===== src/rtl/tt_um_serial_addsub_if.sv =====
// -----------------------------------------------------------------------------
// tt_um_serial_addsub_if
//
// Purpose : Groups the standard Tiny Tapeout pin bus of the bit-serial
//           add/subtract unit so the design and its host share one handle.
//
// Signals :
//   ui_in   [7:0]  host -> design  [0] a bit, [1] b bit, [2] bit_valid,
//                                  [3] start, [4] sub, [7:5] unused
//   uo_out  [7:0]  design -> host  result register, zero-extended
//   uio_in  [7:0]  host -> design  unused
//   uio_out [7:0]  design -> host  [0] done, [1] cout/borrow, [2] busy,
//                                  [3] last sum bit, [7:4] zero
//   uio_oe  [7:0]  design -> host  output enables, constant 8'h0F
//
// Modports: master (host side), slave (design side).
// -----------------------------------------------------------------------------
interface tt_um_serial_addsub_if;
    logic [7:0] ui_in;
    logic [7:0] uo_out;
    logic [7:0] uio_in;
    logic [7:0] uio_out;
    logic [7:0] uio_oe;

    modport master (
        output ui_in,
        output uio_in,
        input  uo_out,
        input  uio_out,
        input  uio_oe
    );

    modport slave (
        input  ui_in,
        input  uio_in,
        output uo_out,
        output uio_out,
        output uio_oe
    );
endinterface


===== src/rtl/tt_um_serial_addsub.sv =====
// -----------------------------------------------------------------------------
// tt_um_serial_addsub
//
// Purpose : Bit-serial add/subtract unit. Operands arrive LSB-first, one bit
//           pair per clock on which bit_valid is high. After WIDTH bits the
//           WIDTH-bit sum (or difference) sits on uo_out with carry (or
//           borrow) and done on uio_out. Subtraction is a + ~b + 1, so the
//           carry chain starts at 1 and the final carry is inverted to give
//           a borrow (borrow = 1 iff a < b unsigned).
//
// Ports   :
//   clk    in  clock
//   rst_n  in  asynchronous active-low reset
//   ena    in  design enable; low freezes every register
//   bus    tt_um_serial_addsub_if.slave (ui_in/uo_out/uio_in/uio_out/uio_oe)
//
// Parameter:
//   WIDTH  operand/result width, legal 1..8
//
// Build option:
//   INPUT_SYNC_EN  when defined, ui_in[4:0] pass through a 2-flop
//                  synchronizer before any logic (adds 2 edges of latency
//                  to every input-referenced event). Undefined by default:
//                  inputs must be synchronous to clk.
// -----------------------------------------------------------------------------
module tt_um_serial_addsub #(
    parameter int WIDTH = 8
) (
    input  logic                  clk,
    input  logic                  rst_n,
    input  logic                  ena,
    tt_um_serial_addsub_if.slave  bus
);

    localparam int CNT_W = $clog2(WIDTH + 1);

    typedef enum logic [1:0] {
        ST_IDLE = 2'd0,
        ST_BUSY = 2'd1,
        ST_DONE = 2'd2
    } state_t;

    state_t             state_q, state_d;
    logic               start_q, start_d;
    logic               mode_q, mode_d;
    logic               carry_q, carry_d;
    logic               cout_q, cout_d;
    logic               last_q, last_d;
    logic [CNT_W-1:0]   cnt_q, cnt_d;
    logic [WIDTH-1:0]   result_q, result_d;

    logic [4:0]         in_sig;
    logic               a_in, b_in, valid_in, start_in, sub_in;
    logic               start_rise;
    logic               b_eff, sum_bit, carry_next;

    // Unused pins folded into one sink so lint stays quiet.
    logic               unused_pins;
    assign unused_pins = &{1'b0, bus.uio_in, bus.ui_in[7:5]};

`ifdef INPUT_SYNC_EN
    // Two-flop synchronizer on the functional inputs; frozen by ena like
    // every other register so a stall cannot lose or invent an edge.
    logic [4:0] sync1_q, sync1_d;
    logic [4:0] sync2_q, sync2_d;

    always_comb begin
        sync1_d = sync1_q;
        sync2_d = sync2_q;
        if (ena) begin
            sync1_d = bus.ui_in[4:0];
            sync2_d = sync1_q;
        end
    end

    always_ff @(posedge clk or negedge rst_n) begin
        if (!rst_n) begin
            sync1_q <= '0;
            sync2_q <= '0;
        end else begin
            sync1_q <= sync1_d;
            sync2_q <= sync2_d;
        end
    end

    assign in_sig = sync2_q;
`else
    assign in_sig = bus.ui_in[4:0];
`endif

    assign a_in       = in_sig[0];
    assign b_in       = in_sig[1];
    assign valid_in   = in_sig[2];
    assign start_in   = in_sig[3];
    assign sub_in     = in_sig[4];
    assign start_rise = start_in & ~start_q;

    // One full-adder slice; b is inverted in subtract mode.
    assign b_eff      = b_in ^ mode_q;
    assign sum_bit    = a_in ^ b_eff ^ carry_q;
    assign carry_next = (a_in & b_eff) | (a_in & carry_q) | (b_eff & carry_q);

    // -------------------------------------------------------------------------
    // State register
    // -------------------------------------------------------------------------
    always_ff @(posedge clk or negedge rst_n) begin
        if (!rst_n) begin
            state_q  <= ST_IDLE;
            start_q  <= 1'b0;
            mode_q   <= 1'b0;
            carry_q  <= 1'b0;
            cout_q   <= 1'b0;
            last_q   <= 1'b0;
            cnt_q    <= '0;
            result_q <= '0;
        end else begin
            state_q  <= state_d;
            start_q  <= start_d;
            mode_q   <= mode_d;
            carry_q  <= carry_d;
            cout_q   <= cout_d;
            last_q   <= last_d;
            cnt_q    <= cnt_d;
            result_q <= result_d;
        end
    end

    // -------------------------------------------------------------------------
    // Next-state and datapath
    // -------------------------------------------------------------------------
    always_comb begin
        state_d  = state_q;
        start_d  = start_q;
        mode_d   = mode_q;
        carry_d  = carry_q;
        cout_d   = cout_q;
        last_d   = last_q;
        cnt_d    = cnt_q;
        result_d = result_q;

        if (ena) begin
            start_d = start_in;
            case (state_q)
                ST_IDLE, ST_DONE: begin
                    // bit_valid is ignored here; only a start edge matters.
                    if (start_rise) begin
                        state_d  = ST_BUSY;
                        mode_d   = sub_in;
                        carry_d  = sub_in;   // the "+1" of a + ~b + 1
                        cout_d   = 1'b0;
                        last_d   = 1'b0;
                        cnt_d    = '0;
                        result_d = '0;
                    end
                end
                ST_BUSY: begin
                    // Start edges are ignored while an operation runs.
                    if (valid_in) begin
                        carry_d  = carry_next;
                        last_d   = sum_bit;
                        cnt_d    = cnt_q + CNT_W'(1);
                        result_d = result_q >> 1;
                        result_d[WIDTH-1] = sum_bit;
                        if (cnt_q == CNT_W'(WIDTH - 1)) begin
                            state_d = ST_DONE;
                            // Subtract carry-out of 1 means no borrow.
                            cout_d  = mode_q ? ~carry_next : carry_next;
                        end
                    end
                end
                default: state_d = ST_IDLE;
            endcase
        end
    end

    // -------------------------------------------------------------------------
    // Outputs
    // -------------------------------------------------------------------------
    always_comb begin
        bus.uo_out  = 8'(result_q);
        bus.uio_out = {4'b0000, last_q, (state_q == ST_BUSY), cout_q,
                       (state_q == ST_DONE)};
        bus.uio_oe  = 8'b0000_1111;
    end

endmodule


===== src/flat_wrapper.sv =====
// flat-port wrapper written by rule: the top's interface ports become plain ports
module tt_um_serial_addsub_flat 
#(
    parameter int WIDTH = 8
)
  (clk, rst_n, ena, bus_ui_in, bus_uio_in, bus_uo_out, bus_uio_out, bus_uio_oe);
  tt_um_serial_addsub_if bus_i ();
  input  logic clk;
  input  logic rst_n;
  input  logic ena;
  input wire logic [$bits(bus_i.ui_in)-1:0] bus_ui_in;
  input wire logic [$bits(bus_i.uio_in)-1:0] bus_uio_in;
  output wire logic [$bits(bus_i.uo_out)-1:0] bus_uo_out;
  output wire logic [$bits(bus_i.uio_out)-1:0] bus_uio_out;
  output wire logic [$bits(bus_i.uio_oe)-1:0] bus_uio_oe;
  assign bus_i.ui_in = bus_ui_in;
  assign bus_i.uio_in = bus_uio_in;
  assign bus_uo_out = bus_i.uo_out;
  assign bus_uio_out = bus_i.uio_out;
  assign bus_uio_oe = bus_i.uio_oe;
  tt_um_serial_addsub #(.WIDTH(WIDTH)) u_core (.clk(clk), .rst_n(rst_n), .ena(ena), .bus(bus_i));
endmodule

===== config.mk =====
export PLATFORM = sky130hd
export DESIGN_NAME = tt_um_serial_addsub_flat
export DESIGN_NICKNAME = d
export VERILOG_FILES = /design/src/rtl/tt_um_serial_addsub_if.sv /design/src/rtl/tt_um_serial_addsub.sv /design/src/flat_wrapper.sv
export SDC_FILE = /design/constraint.sdc
export NUM_CORES = 1
export LEC_CHECK = 0
export ABC_CLOCK_PERIOD_IN_PS = 4850
export BUFFER_PORTS_ARGS = -buffer_cell sky130_fd_sc_hd__buf_4
export CAP_MARGIN = 5
export CELL_PAD_IN_SITES_DETAIL_PLACEMENT = 0
export CELL_PAD_IN_SITES_GLOBAL_PLACEMENT = 1
export CORE_MARGIN = 1
export CORE_UTILIZATION = 37
export CTS_CLUSTER_DIAMETER = 40
export DETAILED_ROUTE_END_ITERATION = 12
export GPL_TIMING_DRIVEN = 0
export PLACE_DENSITY_LB_ADDON = 0.1
export SLEW_MARGIN = 5
export SYNTH_ARGS = -nofsm -noshare
export SYNTH_HDL_FRONTEND = slang
export SYNTH_SLANG_ARGS = --single-unit

===== constraint.sdc =====
create_clock -name clk -period 4.85 [get_ports clk]
set_clock_uncertainty 0.15 [all_clocks]
set_input_delay 0.485 -clock clk [delete_from_list [all_inputs] [get_ports clk]]
set_output_delay 0.485 -clock clk [all_outputs]
set_load 0.005 [all_outputs]

# == Word level (Yosys, flattened, before mapping) ==
# Index checks and enable logic that the tools add are counted.
# op_classes
add_sub_neg,1
multipliers,0
div,0
magnitude_cmp,0
eq_ne,6
shifts,0
n_mux,20
n_bitwise,11
n_reduce_logical,7
# ops
operator,n
$mux 8,2
$pmux 8 s2,1
$mux 4,2
$pmux 4 s2,1
$reduce_and 4->1,2
$mux 1,7
$mux 2,3
$pmux 1 s2,3
$reduce_and 5->1,1
$add 4x1->4 const B,1
$and 1x1->1,4
$eq 4x3->1 const B,1
$ne 2x1->1 const B,2
$pmux 2 s2,1
$reduce_and 3->1,1
$xor 1x1->1,3
$eq 2x1->1 const B,1
$eq 2x2->1 const B,1
$logic_not 2->1,1
$ne 2x2->1 const B,1
$not 1->1,2
$or 1x1->1,2
$reduce_bool 2->1,1
$reduce_or 2->1,1
# totals
regBits,19
latchBits,0
mem_bits_rw,0
romBits,0
inputBits,19
output_inout_bits,24
word_cells,53
memories,0

# == Logic depth before layout (Yosys ltp) ==
# Gate-level depths: netlist (run 1).
# logic_depth
word_depth,9
ltp_mapped,5

# == Worst setup path before layout (run 1) ==
# Ideal clock, no wire load.
# synth_timing
kind,input -> register
startpoint,in bus_ui_in[1]
endpoint,reg u_core.carry_q
setup_time_ns,0.125
arrival_time_ns,1.527
required_ns,4.575
setup_slack_ns,3.048
path_stages,4
path_buffers,0
cell_sequence,xor2_1 > fa_1 > mux2_2 > mux2_2
# synth_via
elab_chain_cells,6
elab_cells_between_ends,7
cone_classes,2 x mux; 5 x bitwise
# synth_rtl
element,line_no,rtl
start: declaration,flat_wrapper.sv:11,input wire logic [$bits(bus_i.ui_in)-1:0] bus_ui_in;
$xor 1x1->1 *,tt_um_serial_addsub.sv:99,assign b_eff = b_in ^ mode_q;
$and 1x1->1,tt_um_serial_addsub.sv:101,assign carry_next = (a_in & b_eff) | (a_in & carry_q) | (b_eff & carry_q);
$or 1x1->1,tt_um_serial_addsub.sv:101,
$or 1x1->1 *,tt_um_serial_addsub.sv:101,
$mux 1 *,tt_um_serial_addsub.sv:158,if (valid_in) begin
$pmux 1 s2 *,tt_um_serial_addsub.sv:143,case (state_q)
end signal: assignment,tt_um_serial_addsub.sv:120,carry_q <= carry_d;
end: declaration,tt_um_serial_addsub.sv:46,"logic carry_q, carry_d;"
# Mark *: on every way between the ends. The rest lies on a longest branch, timed or not. The select of a mux whose other input is x is not followed.
# A chain may end at the register's enable or synchronous reset.

# == Final worst setup path (run 1) ==
# layout_timing
startpoint,reg u_core.mode_q
endpoint,reg u_core.carry_q
# layout_via
elab_chain_cells,6
elab_cells_between_ends,7
cone_classes,2 x mux; 5 x bitwise
# layout_rtl
element,line_no,rtl
start: declaration,tt_um_serial_addsub.sv:45,"logic mode_q, mode_d;"
start signal: assignment,tt_um_serial_addsub.sv:119,mode_q <= mode_d;
$xor 1x1->1 *,tt_um_serial_addsub.sv:99,
$and 1x1->1,tt_um_serial_addsub.sv:101,
$or 1x1->1,tt_um_serial_addsub.sv:101,
$or 1x1->1 *,tt_um_serial_addsub.sv:101,
$mux 1 *,tt_um_serial_addsub.sv:158,
$pmux 1 s2 *,tt_um_serial_addsub.sv:143,
# Marked as above.

==> flow_summary.yaml, run 1 <==
outcome:
  status: "finished clean"
finish:
  drive_above_1_share_pct: 43.1
  nets: 138
  insertedDiodeCount: 0
  n_fill_cell: 242
  area_growth_pct: 27.2
  final_area_sq_um: 1240
  final_cells: 146
routing:
  finalWirelength_microns: 1610
  drc: 0
  antenna_left: 0
  dr_total_vias: 680
  viasPerCell: 4.66
  drtIter0Drc: 7
  wl_per_cell_microns: 11.0
  dr.pass1.iters: 4
floorplan:
  rows: 18
  core_region_area_sq_um: 2480
  die_h_microns: 53.3
  die_area_sq_um: 2840
  pin_count: 43
  start_util_pct: 39.2
  die_x_microns: 53.3
placed_design:
  dp.cells: 141
  place.gp.congestion: 0.698
  placedInstanceArea_sq_um: 1190
  io_buffers: 19
  dp_hpwl_microns: 1170
timing:
  post-route-period-util_pct: 36.3
  finalSetupViolCount: 0
  fmax_mhz: 568
  rsz0062_at_grt: "false"
  tns_ns: 0
  period_needed_ns: 1.76
  slew_viol_final: 0
  hold_violations: 0
synthesis:
  synth_compound_area_share_pct: 15.7
  syn_avg_cell_area_sq_um: 11.9
  syn_area_sq_um: 972
  yosys.area.top_type: "dfrtp_1"
  synthAdderAreaFrac_pct: 3.35
  synth_top_family_by_area: "compound AO/OA/AOI/OAI gates"
  synth.area.top_cells: "dfrtp_1, buf_4, a22o_1, mux2_2, fa_1"
  synth-warning-count: 0
  ys_ff_latch: 18
  ys_seq_area_share_pct: 46.3
  synthXorXnorAreaFrac_pct: 1.80
  synth_top_area_share_pct: 46.3
  syn_inst: 82
  synth_mux_area_share_pct: 7.34
  ys_types: 29
  yosys.area_share.simple_pct: 9.14
global_route:
  grt_max_degree: 19
  grt_pass1_vias: 579
  grt_pass1_wl_microns: 2580
  antenna_found_initial: 0
  grt.total_usage_pct: 13.2
  overflow: 0
worst_setup_path:
  start_kind: "register"
  path_max_fanout: 3
  crit_required_ns: 4.89
  path_common_cell: "mux2_2"
  worstSetupEndpointType: "register"
  path_class: "register to register"
  critPathArrivalTime_ns: 1.80
  worstPathCellList: "xor2_1, fa_1, mux2_2, mux2_2"
  slowest_stage: "dfrtp_1"
  slowest_delay_ns: 0.42
cts:
  clk_pin_slew_ns: 0.11
  cts_buffer_depth: 2
  cts_tree: "built"
  insertion_delay_ns: 0.29
  cts_num_sinks: 18
  cts_made_buffers: 3
  cts_root_buf: "clkbuf_4"
  ctsResizeCount: 0
  htree_levels: 1
pwr:
  pwr_density_cell_nw_per_um2: 513
  p_leak_nw: 0.651
  finalPower_uw: 634
  vdd.ir_drop.worst_v: 0.000271
hold_path:
  hold_class: "primary input to register"
job:
  cap_viol_max_count: 0
[cell families (layout without fill, tap and decap cells)]
group | Yosys count | count (layout)
fa+ha+maj | 2 | 2
other cells | 2 | 12
flops | 18 | 18
buf+inv | 21 | 45
xor+xnor | 2 | 2
mux | 6 | 6
simple gates | 12 | 12
compound gates | 19 | 19
[cell usage after synthesis]
cell,instances
a21oi_1,2
inv_1,2
mux2_4,1
buf_2,1
nand2b_1,2
o22ai_1,1
conb_1,2
a31oi_1,1
ha_1,1
fa_1,1
buf_6,1
nand4b_1,1
and4bb_1,1
mux2_2,5
a32o_1,1
and3b_1,1
and4b_1,1
o21ai_0,2
and2b_1,1
o2111ai_2,1
nor2b_1,2
buf_4,17
nor2_1,1
a22o_1,10
or3_1,1
a21o_1,1
nor2_2,1
xor2_1,2
dfrtp_1,18
[report_power, final]
part	internal [mW]	total (mW)	switching [mW]
clock	0.0457	0.0929	0.0472
combinational	0.172	0.269	0.0971
sequential	0.213	0.272	0.0585
[worst max-delay path: cells and delay by family, from the launching register on]
family	cells	cell delay, ns
multiplexers	2	0.52
flip-flops	1	0.42
adder cells (fa/ha/maj)	1	0.40
XOR/XNOR	1	0.16
[cells in the final DEF, fill, tap and decap left out, types with 2 or more instances in the layout]
master and n:
buf_4 36, dfrtp_1 18, conb_1 12, a22o_1 10
mux2_2 5, clkbuf_4 3, nand2b_1 2, inv_1 2
xor2_1 2, nor2b_1 2, o21ai_0 2, a21oi_1 2
[cell type report]
type	count	area, sq um	share of cell area (%)
multi-input combinational	53	408	33.0
timing repair buffer	20	153	12.3
tap	30	37.5	3.04
buffer	19	144	11.6
sequential	18	450	36.4
inverter	2	7.51	0.607
clock buffer	4	36.3	2.94
[metal layers]
metal | vias up | track usage (%) | wire, microns
met5 | - | 0 | 0
met3 | 2 | 2.59 | 79
li1 | 333 | - | -
met2 | 19 | 20.2 | 755
met4 | 0 | 6.58 | 13
met1 | 326 | 17.4 | 764
[through the flow]
stage / hold slack (ns) / setup slack (ns) / utilization (%)
floorplan: 0.0394 / 3.05 / -
global placement: 0.222 / 2.89 / 48.0
detailed placement: 0.222 / 2.89 / 48.0
CTS: 0.266 / 3.08 / 49.9
global route: 0.266 / 3.02 / 49.9
finish: 0.277 / 3.09 / 49.9
[sequential cells by signal, indices dropped and copies added (netlist names)]
register / count
u_core.mode_q: 1
u_core.cnt_q: 4
u_core.bus.uo_out: 8
u_core.start_q: 1
u_core.carry_q: 1
u_core.state_q: 2
u_core.cout_q: 1
[what timing repair did]
action                    CTS  global route
setup buffers               0             0
hold endpoints to repair   18             0
hold buffers                1             0
[path summary, 6_finish.rpt]
kind / start / end / slack [ns] / depth (start not counted)
setup / recovery: u_core.mode_q / u_core.carry_q / 3.09 / 4
hold / removal: bus_ui_in[4] / u_core.mode_q / 0.28 / 2
setup reg to reg: u_core.mode_q / u_core.carry_q / 3.09 / 4
hold reg to reg: u_core.cout_q / u_core.cout_q / 0.37 / 1
max in group asynchronous: rst_n / u_core.cnt_q[2] / 3.90 / 2
min in group asynchronous: rst_n / u_core.bus.uo_out[1] / 0.44 / 2
No activity file was read; power rests on OpenSTA's default activity.
==> run 2: changes to the inputs <==
Settings changed: ABC_CLOCK_PERIOD_IN_PS 4850 to 1500, CORE_UTILIZATION 37 to 31.
Clock period 4.85 ns to 1.5 ns, I/O delays scaled along.
==> run 2 against run 1 <==
Against the previous run:
- the run now ends with design-rule violations, negative setup slack left
- sequential cell count unchanged
- non-clock buffer count grew 13
- setup slack worse by 3.3 ns
- final cell count grew 9.6%
- final area rose by 14%
- critical path depth unchanged
- register-to-register slack got worse by 3.3 ns
- routed wire length grew 26%
- global-route usage down 0.31 points
==> flow_summary.yaml, run 2 (synthesis results as in run 1) <==
timing:
  rsz0062_at_grt: "true"
  slew_viol_final: 0
  post-route-period-util_pct: 111
  hold_violations: 0
  setup_ws_ns: -0.171
  period_needed_ns: 1.67
  fmax_mhz: 598
  tns_ns: -0.478
  finalSetupViolCount: 14
pwr:
  p_leak_nw: 0.721
  intPower_mw: 1.59
  sw_frac_of_total_pct: 32.8
  pwr_density_cell_nw_per_um2: 1670
  p_sw_uw: 774
  pwr-share-seq_pct: 37.6
  p_clk_share_pct: 12.9
  vdd.ir_drop.worst_v: 0.000908
  combinationalPowerShare_pct: 49.5
cts:
  cts_buffer_depth: 2
  insertion_delay_ns: 0.30
  cts_tree: "built"
  clk_pin_slew_ns: 0.11
  htree_levels: 1
  cts_made_buffers: 3
  cts_num_sinks: 18
  cts_root_buf: "clkbuf_4"
floorplan:
  die_h_microns: 58
  core_region_area_sq_um: 2850
  pin_count: 43
  rows: 19
  start_util_pct: 34.1
  die_x_microns: 58
  die_area_sq_um: 3360
global_route:
  overflow: 0
  antenna_found_initial: 0
  grt_max_degree: 19
  grt.total_usage_pct: 12.9
  grt_pass1_vias: 716
  grt_pass1_wl_microns: 3220
worst_setup_path:
  crit_required_ns: 1.55
  start_kind: "register"
  worstPathCellList: "xor2_1, fa_2, mux2_2, mux2_2"
  ff2ff_path_depth: 4
  worstSetupEndpointType: "register"
  regToRegStartpoint: "u_core.mode_q"
  path_delay_family: "multiplexers"
  rrSetupSlack_ns: -0.17
  critPathLaunch: "u_core.mode_q"
  path_max_fanout: 2
  critPathArrivalTime_ns: 1.72
  crit_buf_inv: 0
  slowest_stage: "dfrtp_1"
  r2r-end: "u_core.carry_q"
  slowest_delay_ns: 0.41
  cp_num_cells: 4
  cp-endpoint: "u_core.carry_q"
  path_common_cell: "mux2_2"
  path_class: "register to register"
placed_design:
  placedInstanceArea_sq_um: 1190
  io_buffers: 19
  dp_hpwl_microns: 1270
  pre_cts_ws_ns: -0.204
  place.gp.congestion: 0.680
routing:
  wl_per_cell_microns: 12.7
  viasPerCell: 4.56
  dr_total_vias: 730
  finalWirelength_microns: 2040
  drtIter0Drc: 14
  antenna_left: 0
  drc: 3
  dr.pass1.iters: 10
finish:
  layout_common_cells: "buf_4, dfrtp_1, conb_1"
  final_common_cell: "buf_4"
  area_growth_pct: 45.2
  nets: 151
  drive_above_1_share_pct: 52.7
  insertedDiodeCount: 0
  final_area_sq_um: 1410
  largest_reg_flops: 8
hold_path:
  hold_class: "primary input to register"
  whs_path_depth: 3
outcome:
  violations: "design-rule violations, negative setup slack"
  status: "finished, violations left"
job:
  cap_viol_max_count: 0
run 2: power groups by stage:
| stage | sequential, mW | combinational (mW) | clock, mW |
|---|---|---|---|
| global placement | 0.889 | 0.875 | 0 |
| floorplan | 0.857 | 0.575 | 0 |
| detailed placement | 0.895 | 0.884 | 0 |
| finish | 0.887 | 1.17 | 0.305 |
| global route | 0.917 | 1.28 | 0.339 |
| CTS | 0.871 | 1.06 | 0.318 |
run 2: layout make-up:
cell class / instances / area (sq um)
timing repair buffer: 34 / 283
clock buffer: 4 / 36.3
multi-input combinational: 53 / 449
buffer: 18 / 143
fill: 263 / 1440
inverter: 2 / 10.0
sequential: 18 / 452
tap: 31 / 38.8
run 2: timing repair:
| item | in CTS | in global routing |
|---|---|---|
| endpoints found under the setup margin | 14 | 18 |
| hold buffers | 5 | 0 |
| hold endpoints to repair | 21 | 0 |
| gates resized for setup | 6 | 12 |
| buffers inserted | 8 | 1 |
| cloned | 1 | 0 |
| pin swaps | 3 | 7 |
run 2: per-layer routing:
layer | part of all wire [%] | up-vias | track usage, %
li1 | - | 358 | -
met1 | 44 | 351 | 15.2
met2 | 50 | 19 | 22.2
met3 | 5.0 | 2 | 4.69
met4 | 0.64 | 0 | 3.06
met5 | 0 | - | 0
run 2: worst min path at each step:
| stage | start | end | slack [ns] |
|---|---|---|---|
| finish | ena | u_core.state_q[1] | 0.06 |
| CTS | ena | u_core.state_q[0] | 0.02 |
| detailed placement | rst_n | u_core.bus.uo_out[0] | -0.11 |
| global route | ena | u_core.state_q[1] | 0.04 |
| floorplan | rst_n | u_core.bus.uo_out[0] | -0.30 |
| global placement | rst_n | u_core.bus.uo_out[0] | -0.11 |
run 2: stage by stage:
step | std cells | total power [mW] | util [%] | hold WS, ns
after floorplan | 92 | 1.43 | - | -0.296
after global placement | 142 | 1.76 | 41.8 | -0.113
after detailed placement | 142 | 1.78 | 41.8 | -0.111
after CTS | 159 | 2.25 | 47.6 | 0.0184
after global routing | 160 | 2.54 | 49.5 | 0.0433
final | 160 | 2.36 | 49.5 | 0.0566
run 2: worst min-delay path, cell delays in order:
cell	delay [ns]
buf_4	0.13
o21ai_0	0.07
a22o_1	0.12
